==> src/rtl/dff_pipe_pkg.sv <==
// Shared types and helpers for the dff_pipe elastic register pipeline.
// Optional parity storage is selected with the DFF_PIPE_PARITY_EN macro.
package dff_pipe_pkg;

  // Widest data beat the parity helper accepts; narrower beats are zero-extended.
  localparam int PAR_MAX_W = 256;

`ifdef DFF_PIPE_PARITY_EN
  localparam int PAR_W = 1;
`else
  localparam int PAR_W = 0;
`endif

  function automatic logic calc_parity(input logic [PAR_MAX_W-1:0] data);
    return ^data;
  endfunction

  function automatic int cnt_width(input int depth);
    return $clog2(depth + 1);
  endfunction

  // Width of one stored stage: data plus the optional parity bit.
  function automatic int stage_width(input int width);
    return width + PAR_W;
  endfunction

endpackage

==> src/rtl/dff_pipe_if.sv <==
// Valid/ready bus of dff_pipe: upstream beat, downstream beat, flush and status.
// parity_err_o exists only when DFF_PIPE_PARITY_EN is defined.
interface dff_pipe_if #(
  parameter int WIDTH = 8,
  parameter int DEPTH = 4
);
  import dff_pipe_pkg::*;

  localparam int CNT_W = cnt_width(DEPTH);

  logic             flush_i;
  logic             valid_i;
  logic             ready_o;
  logic [WIDTH-1:0] d_i;
  logic             valid_o;
  logic             ready_i;
  logic [WIDTH-1:0] q_o;
  logic [CNT_W-1:0] count_o;
`ifdef DFF_PIPE_PARITY_EN
  logic             parity_err_o;

  modport master (
    output flush_i, valid_i, d_i, ready_i,
    input  ready_o, valid_o, q_o, count_o, parity_err_o
  );
  modport slave (
    input  flush_i, valid_i, d_i, ready_i,
    output ready_o, valid_o, q_o, count_o, parity_err_o
  );
`else
  modport master (
    output flush_i, valid_i, d_i, ready_i,
    input  ready_o, valid_o, q_o, count_o
  );
  modport slave (
    input  flush_i, valid_i, d_i, ready_i,
    output ready_o, valid_o, q_o, count_o
  );
`endif

endinterface

==> src/rtl/dff_pipe_stage.sv <==
// One elastic register stage: holds a beat until the next stage can take it.
module dff_pipe_stage #(
  parameter int           W         = 8,
  parameter logic [W-1:0] RESET_VAL = '0
) (
  input  logic         clk_i,
  input  logic         rst_ni,
  input  logic         flush_i,
  input  logic         in_valid,
  input  logic [W-1:0] in_data,
  input  logic         out_ready,
  output logic         out_valid,
  output logic [W-1:0] out_data,
  output logic         in_ready
);

  logic         vld_r;
  logic [W-1:0] dat_r;

  // Empty stages, or stages whose beat leaves this edge, can take a new one.
  assign in_ready  = !vld_r || out_ready;
  assign out_valid = vld_r;
  assign out_data  = dat_r;

  // Valid/data register; flush drops the beat but leaves the data bits alone.
  always_ff @(posedge clk_i or negedge rst_ni) begin
    if (!rst_ni) begin
      vld_r <= 1'b0;
      dat_r <= RESET_VAL;
    end else if (flush_i) begin
      vld_r <= 1'b0;
    end else if (in_ready) begin
      vld_r <= in_valid;
      if (in_valid) begin
        dat_r <= in_data;
      end
    end
  end

endmodule

==> src/rtl/dff_pipe.sv <==
// Top of the elastic register pipeline: DEPTH chained stages, occupancy count
// and, with DFF_PIPE_PARITY_EN defined, a sticky output parity check.
module dff_pipe
  import dff_pipe_pkg::*;
#(
  parameter int               WIDTH     = 8,
  parameter int               DEPTH     = 4,
  parameter logic [WIDTH-1:0] RESET_VAL = '0
) (
  input  logic       clk_i,
  input  logic       rst_ni,
  dff_pipe_if.slave  bus
);

  localparam int STAGE_W = stage_width(WIDTH);
  localparam int CNT_W   = cnt_width(DEPTH);

`ifdef DFF_PIPE_PARITY_EN
  localparam logic [STAGE_W-1:0] STAGE_RST = {calc_parity(PAR_MAX_W'(RESET_VAL)), RESET_VAL};
`else
  localparam logic [STAGE_W-1:0] STAGE_RST = RESET_VAL;
`endif

  logic [DEPTH-1:0]   vld_s;
  logic [DEPTH-1:0]   rdy_s;
  logic [STAGE_W-1:0] dat_s [DEPTH];
  logic [STAGE_W-1:0] head_s;
  logic               in_fire_s;
  logic               out_fire_s;
  logic [CNT_W-1:0]   count_r;

`ifdef DFF_PIPE_PARITY_EN
  assign head_s = {calc_parity(PAR_MAX_W'(bus.d_i)), bus.d_i};
`else
  assign head_s = bus.d_i;
`endif

  for (genvar k = 0; k < DEPTH; k++) begin : g_stage
    logic               in_valid_s;
    logic [STAGE_W-1:0] in_data_s;
    logic               out_ready_s;

    if (k == 0) begin : g_head
      assign in_valid_s = bus.valid_i;
      assign in_data_s  = head_s;
    end else begin : g_body
      assign in_valid_s = vld_s[k-1];
      assign in_data_s  = dat_s[k-1];
    end

    if (k == DEPTH - 1) begin : g_tail
      assign out_ready_s = bus.ready_i;
    end else begin : g_mid
      assign out_ready_s = rdy_s[k+1];
    end

    dff_pipe_stage #(
      .W         (STAGE_W),
      .RESET_VAL (STAGE_RST)
    ) u_stage (
      .clk_i     (clk_i),
      .rst_ni    (rst_ni),
      .flush_i   (bus.flush_i),
      .in_valid  (in_valid_s),
      .in_data   (in_data_s),
      .out_ready (out_ready_s),
      .out_valid (vld_s[k]),
      .out_data  (dat_s[k]),
      .in_ready  (rdy_s[k])
    );
  end

  assign bus.ready_o = rdy_s[0] && !bus.flush_i;
  assign bus.valid_o = vld_s[DEPTH-1];
  assign bus.q_o     = dat_s[DEPTH-1][WIDTH-1:0];
  assign bus.count_o = count_r;

  assign in_fire_s  = bus.valid_i && bus.ready_o;
  assign out_fire_s = bus.valid_o && bus.ready_i;

  // Occupancy tracks accepts minus drains, so it always equals popcount(vld) after the edge.
  always_ff @(posedge clk_i or negedge rst_ni) begin
    if (!rst_ni) begin
      count_r <= {CNT_W{1'b0}};
    end else if (bus.flush_i) begin
      count_r <= {CNT_W{1'b0}};
    end else if (in_fire_s && !out_fire_s) begin
      count_r <= count_r + CNT_W'(1);
    end else if (!in_fire_s && out_fire_s) begin
      count_r <= count_r - CNT_W'(1);
    end else begin
      count_r <= count_r;
    end
  end

`ifdef DFF_PIPE_PARITY_EN
  logic parity_err_r;

  assign bus.parity_err_o = parity_err_r;

  // Sticky error, checked only on beats actually handed downstream.
  always_ff @(posedge clk_i or negedge rst_ni) begin
    if (!rst_ni) begin
      parity_err_r <= 1'b0;
    end else if (bus.flush_i) begin
      parity_err_r <= 1'b0;
    end else if (out_fire_s &&
                 (calc_parity(PAR_MAX_W'(bus.q_o)) != dat_s[DEPTH-1][STAGE_W-1])) begin
      parity_err_r <= 1'b1;
    end else begin
      parity_err_r <= parity_err_r;
    end
  end
`endif

endmodule

==> src/flat_wrapper.sv <==
// flat-port wrapper written by rule: the top's interface ports become plain ports
module dff_pipe_flat import dff_pipe_pkg::*;
#(
  parameter int               WIDTH     = 8,
  parameter int               DEPTH     = 4,
  parameter logic [WIDTH-1:0] RESET_VAL = '0
)
  (clk_i, rst_ni, bus_flush_i, bus_valid_i, bus_d_i, bus_ready_i, bus_ready_o, bus_valid_o, bus_q_o, bus_count_o);
  dff_pipe_if #(.WIDTH(WIDTH), .DEPTH(DEPTH)) bus_i ();
  input  logic clk_i;
  input  logic rst_ni;
  input wire logic [$bits(bus_i.flush_i)-1:0] bus_flush_i;
  input wire logic [$bits(bus_i.valid_i)-1:0] bus_valid_i;
  input wire logic [$bits(bus_i.d_i)-1:0] bus_d_i;
  input wire logic [$bits(bus_i.ready_i)-1:0] bus_ready_i;
  output wire logic [$bits(bus_i.ready_o)-1:0] bus_ready_o;
  output wire logic [$bits(bus_i.valid_o)-1:0] bus_valid_o;
  output wire logic [$bits(bus_i.q_o)-1:0] bus_q_o;
  output wire logic [$bits(bus_i.count_o)-1:0] bus_count_o;
  assign bus_i.flush_i = bus_flush_i;
  assign bus_i.valid_i = bus_valid_i;
  assign bus_i.d_i = bus_d_i;
  assign bus_i.ready_i = bus_ready_i;
  assign bus_ready_o = bus_i.ready_o;
  assign bus_valid_o = bus_i.valid_o;
  assign bus_q_o = bus_i.q_o;
  assign bus_count_o = bus_i.count_o;
  dff_pipe #(.WIDTH(WIDTH), .DEPTH(DEPTH), .RESET_VAL(RESET_VAL)) u_core (.clk_i(clk_i), .rst_ni(rst_ni), .bus(bus_i));
endmodule
==> config.mk <==
export PLATFORM = sky130hd
export DESIGN_NAME = dff_pipe_flat
export DESIGN_NICKNAME = d
export VERILOG_FILES = /design/src/rtl/dff_pipe_pkg.sv /design/src/rtl/dff_pipe_if.sv /design/src/rtl/dff_pipe_stage.sv /design/src/rtl/dff_pipe.sv /design/src/flat_wrapper.sv
export SDC_FILE = /design/constraint.sdc
export NUM_CORES = 1
export LEC_CHECK = 0
export BUFFER_PORTS_ARGS = -buffer_cell sky130_fd_sc_hd__buf_2
export CELL_PAD_IN_SITES_DETAIL_PLACEMENT = 1
export CELL_PAD_IN_SITES_GLOBAL_PLACEMENT = 2
export CORE_MARGIN = 1.5
export CORE_UTILIZATION = 38
export CTS_CLUSTER_SIZE = 14
export DETAILED_ROUTE_END_ITERATION = 7
export PLACE_DENSITY = 0.75
export SLEW_MARGIN = 20
export SYNTH_ARGS = -nofsm -noshare
export SYNTH_HDL_FRONTEND = slang
export SYNTH_SLANG_ARGS = --single-unit
==> constraint.sdc <==
create_clock -name clk_i -period 2.48 [get_ports clk_i]
set_input_delay 0.372 -clock clk_i [delete_from_list [all_inputs] [get_ports clk_i]]
set_output_delay 0.372 -clock clk_i [all_outputs]
set_load 0.01 [all_outputs]
-- After elaboration in Yosys (flattened, before gate mapping)
Index checks and enable logic that the tools add are counted.
- logic and storage cells: 48
- output and inout bits: 13
- register bits after elaboration: 39
- input port bits: 13
- $add $sub $neg: 2
- mux-type cells: 11
- reduce and logical (&&, ||, !) cells: 25
- bitwise operators: 1
- operators with widths (kind ; number):
    3-bit AND reduction ; 4
    3-bit two-way mux ; 3
    1-bit two-way mux ; 8
    2-bit nonzero test ; 4
    1-bit zero test ; 7
    1-bit logical AND ; 5
    1-bit logical OR ; 4
    3-bit by 1-bit adder with 3-bit output, second input constant ; 1
    3-bit nonzero test ; 1
    3-bit by 1-bit subtractor with 3-bit output, second input constant ; 1
    1-bit inverter ; 1

-- Longest topological paths before layout
- depth after elaboration: 12
- gate-level depth with buffers: 8
- depth with buffers taken out: 7

-- Cells and area by module
From an unflattened synthesis, not the netlist that was laid out.
- cell total of the unflattened synthesis: 115
- area, all modules: 1700.4 um2
- modules (own cells, without submodules) (module ; cells an instance ; area each (um2) ; times used):
    dff_pipe_stage ; 22 ; 359.1 ; 4
    dff_pipe ; 27 ; 264.0 ; 1

-- Worst setup path after synthesis
Ideal clock, no wire load.
- kind: flip-flop to flip-flop
- start: register u_core.g_stage[0].u_stage.vld_r
- end: register u_core.count_r[2] (netlist: u_core.bus.count_o[2])
- path slack: 0.544 ns
- required time: 2.355 ns
- arrival: 1.811 ns
- clock period less this slack: 1.936 ns
- stages on the path, launching flop included: 8
- cell sequence: dfrtp_1 -> clkbuf_1 -> a31oi_1 -> nor2b_1 -> nor2_1 -> fa_1 -> a221oi_1 -> mux2_2
- cells in the longest elaborated chain, start to end: 7
- elaborated cells on any way between the ends: 10
- those cells by class: mux (2); reduce/logical (8)
- ends and longest elaborated chain (element ; RTL line ; text):
    start: declaration ; dff_pipe_stage.sv:17 ; logic vld_r;
    start signal: assignment ; dff_pipe_stage.sv:33 ; vld_r <= in_valid;
    1-bit zero test * ; dff_pipe_stage.sv:21 ; assign in_ready = !vld_r || out_ready;
    1-bit logical OR * ; dff_pipe_stage.sv:21 ;
    1-bit logical AND * ; dff_pipe.sv:73 ; assign bus.ready_o = rdy_s[0] && !bus.flush_i;
    1-bit logical AND * ; dff_pipe.sv:78 ; assign in_fire_s = bus.valid_i && bus.ready_o;
    1-bit logical AND / 1-bit zero test (equally long branches) ; dff_pipe.sv:87, dff_pipe.sv:89 ;
    3-bit two-way mux / 1-bit logical AND (equally long branches) ; dff_pipe.sv:87, dff_pipe.sv:89 ;
    3-bit two-way mux / 3-bit nonzero test (equally long branches) ; - ;
    end signal: assignment ; dff_pipe.sv:84 ; count_r <= {CNT_W{1'b0}};
    end signal: assignment ; dff_pipe.sv:86 ; count_r <= {CNT_W{1'b0}};
    end signal: assignment ; dff_pipe.sv:88 ; count_r <= count_r + CNT_W'(1);
    end: declaration ; dff_pipe.sv:30 ; logic [CNT_W-1:0] count_r;
Mark *: on every way between the ends. The rest lies on a longest branch, timed or not.
A chain may end at the register's enable or synchronous reset.

-- Final worst setup path
Same ends and word-level chain as after synthesis.

==> results.cfg <==
[outcome]
status = complete, no violations

[yosys]
synth_cells = 116
syn_area_um2 = 1660
synthFlopType = dfrtp_1
synth.most_common_cell = dfrtp_1
synth_top_area_share_pct = 58.8
ys_seq_area_share_pct = 58.8
synth_area_leader_cell = dfrtp_1
synth_edf_count = 0
ys_top_cells_by_count = dfrtp_1, mux2_2, nor2_1, mux2_4, a21oi_1
async_reset_ff_share_pct = 100
synth_nets = 130
synth-seq-cells = 39
yosys_warnings = 0
synth.distinct_cells = 23
syn_area_per_cell_um2 = 14.3
yosys-top-cells-area = dfrtp_1, mux2_2, mux2_4, nor2_1, buf_6

[sta]
rsz0062_at_grt = false
tightest_slew_ns = 0.849
relSlewSlack_pct = 43.4
min_period_ns = 2.03
slew_viol_final = 0
setup_viol = 0
fin_skew_ns = 0.00387
setup_ws_ns = 0.454
holdWs_ns = 0.192
finalHoldViolations = 0
timing.final.crit_share_pct = 81.7
fmax_mhz = 494
fin_setup_tns_ns = 0

[floorplan]
coreArea_um2 = 4090
die_w_um = 69.1
fp.dieH_um = 69.1
io-pin-count = 26
rows = 23
die_area_um2 = 4770
initial_core_util_pct = 40.6

[finish]
syn_to_final_growth_pct = 15.0
nets = 156
fin_util_pct = 46.7
fin_area_um2 = 1910
final_cells = 193
drive_above_1_share_pct = 49.0
num_antenna_cells = 0

[detailed_routing]
totalWireLength_mm = 2.94
drc_errors = 0
first_pass_iters = 4
via_count = 962
viasPerCell = 4.98
antenna_left = 0
wl_per_cell_um = 15.2
drtIter0Drc = 24

[power]
powerDensity_nw_per_um2 = 883
totalPowerFinal_mw = 1.69
swShare_pct = 25.2
clkPwrFrac_pct = 26.9
ir_drop_v = 0.000337
pwr-share-seq_pct = 53.2
combPwrFrac_pct = 19.8
p_leak_nw = 0.927
net-switching-power_uw = 424
intPower_mw = 1.26

[clock_tree]
cts_num_sinks = 39
cts_hold_buffers = 0
tritoncts = built
cts_setup_buffers = 0
cts.clk_slew.worst_paths_ns = 0.07
cts_resized = 0
clockBufferDepth = 2
clock_latency_ns = 0.28
htreeDepth = 2
cts_made_buffers = 5
cts_root_buffer = clkbuf_8

[critical_path]
crit_start = u_core.g_stage[0].u_stage.out_valid
crit_required_ns = 2.65
crit_fanout = 7
worstReg2RegStart = u_core.g_stage[0].u_stage.out_valid
path_class = reg -> reg
crit_chain = a31oi_1 > nor2b_1 > nor2_1 > fa_1 > a221oi_1 > mux2_2
r2r_end = u_core.bus.count_o[2]
worstPathArrival_ns = 2.19
r2r_cells = 6
cpMaxStageDelayCell = dfrtp_1
endpoint_kind = flop
endpoint = u_core.bus.count_o[2]
cp_slowest_stage_delay_ns = 0.46
path_delay_family = flip-flops
crit_path_start_kind = flop
worst-path-buf-inv = 0
critical_path_cell_count = 6
reg2reg_setup_slack_ns = 0.45

[place]
place_hpwl_mm = 2.13
gp_congestion = 0.774
place_area_um2 = 1810
dp_cells = 185
portBuffers = 25
place_ws_ns = 0.409

[global_route]
grt_pass1_vias = 1045
grtUsageTotal_pct = 13.5
grt_remaining_overflow = 0
grt_first_pass_wirelength_mm = 5.09
antenna_found_initial = 0
grt_max_degree = 40

[job]
maxCapViolCount = 0

[hold_path]
worstHoldPathType = in -> async
[kinds of logic after synthesis]
family,after synthesis,synth area share (%)
mux,35,25.5
buf+inv,9,3.01
flops,39,58.8
fa+ha+maj,1,1.21
simple gates,23,7.84
compound gates,9,3.62
[metal layers]
metal | up-vias | wire length (µm) | track usage (%)
li1 | 452 | - | -
met1 | 481 | 1420 | 18.9
met2 | 24 | 1320 | 19.4
met3 | 5 | 152 | 3.80
met4 | 0 | 42 | 5.88
met5 | - | 0 | 0
[cell usage in the layout, fill, tap and decap left out]
cell       n
a211o_1    1
a21boi_0   1
a21oi_1    4
a21oi_2    1
a221oi_1   1
a31oi_1    1
and2b_2    1
and3b_2    1
and4b_1    1
buf_2     25
clkbuf_1   1
clkbuf_8   7
dfrtp_1   39
fa_1       1
inv_1      3
mux2_2    27
mux2_4     8
nand2b_1   1
nand4_1    1
nor2_1    12
nor2b_1    3
nor3b_1    1
or3b_1     2
[registers in the layout, summed over array words and instances, names as in the netlist]
register / cells
u_core.g_stage.u_stage.out_data: 32
u_core.bus.count_o: 3
u_core.g_stage.u_stage.out_valid: 4
[power by group through the flow]
stage | Sequential [mW] | Clock (mW) | Combinational [mW]
6_report | 0.897 | 0.454 | 0.334
2_1_floorplan | 0.905 | 0 | 0.208
5_1_grt | 0.922 | 0.504 | 0.367
3_3_place_gp | 0.898 | 0 | 0.323
4_1_cts | 0.900 | 0.473 | 0.342
3_5_place_dp | 0.914 | 0 | 0.340
[worst min-delay path by stage]
stage / from / to / slack, ns / depth (start not counted)
3_5_place_dp: u_core.g_stage[3].u_stage.out_data[1] / u_core.g_stage[3].u_stage.out_data[1] / 0.49 / 1
4_1_cts: rst_ni / u_core.g_stage[3].u_stage.out_data[0] / 0.22 / 1
5_1_grt: rst_ni / u_core.g_stage[3].u_stage.out_data[2] / 0.25 / 1
6_report: rst_ni / u_core.g_stage[3].u_stage.out_data[2] / 0.19 / 1
3_3_place_gp: u_core.g_stage[3].u_stage.out_data[6] / u_core.g_stage[3].u_stage.out_data[6] / 0.48 / 1
2_1_floorplan: rst_ni / u_core.bus.count_o[0] / 0.08 / 0
[worst register-to-register path: stages, from the launching register on]
cell	delay, ns
dfrtp_1	0.46
a31oi_1	0.16
nor2b_1	0.15
nor2_1	0.07
fa_1	0.41
a221oi_1	0.30
mux2_2	0.36
[layout make-up]
class                   instances  area, µm²
multi-input cells              68        634
inverters                       3       11.3
well taps                      50       62.6
fillers                       430       2180
clock buffers                   8        100
flip-flops and latches         39        976
repair buffers                 25        125
Power figures use the tool's default switching activity.
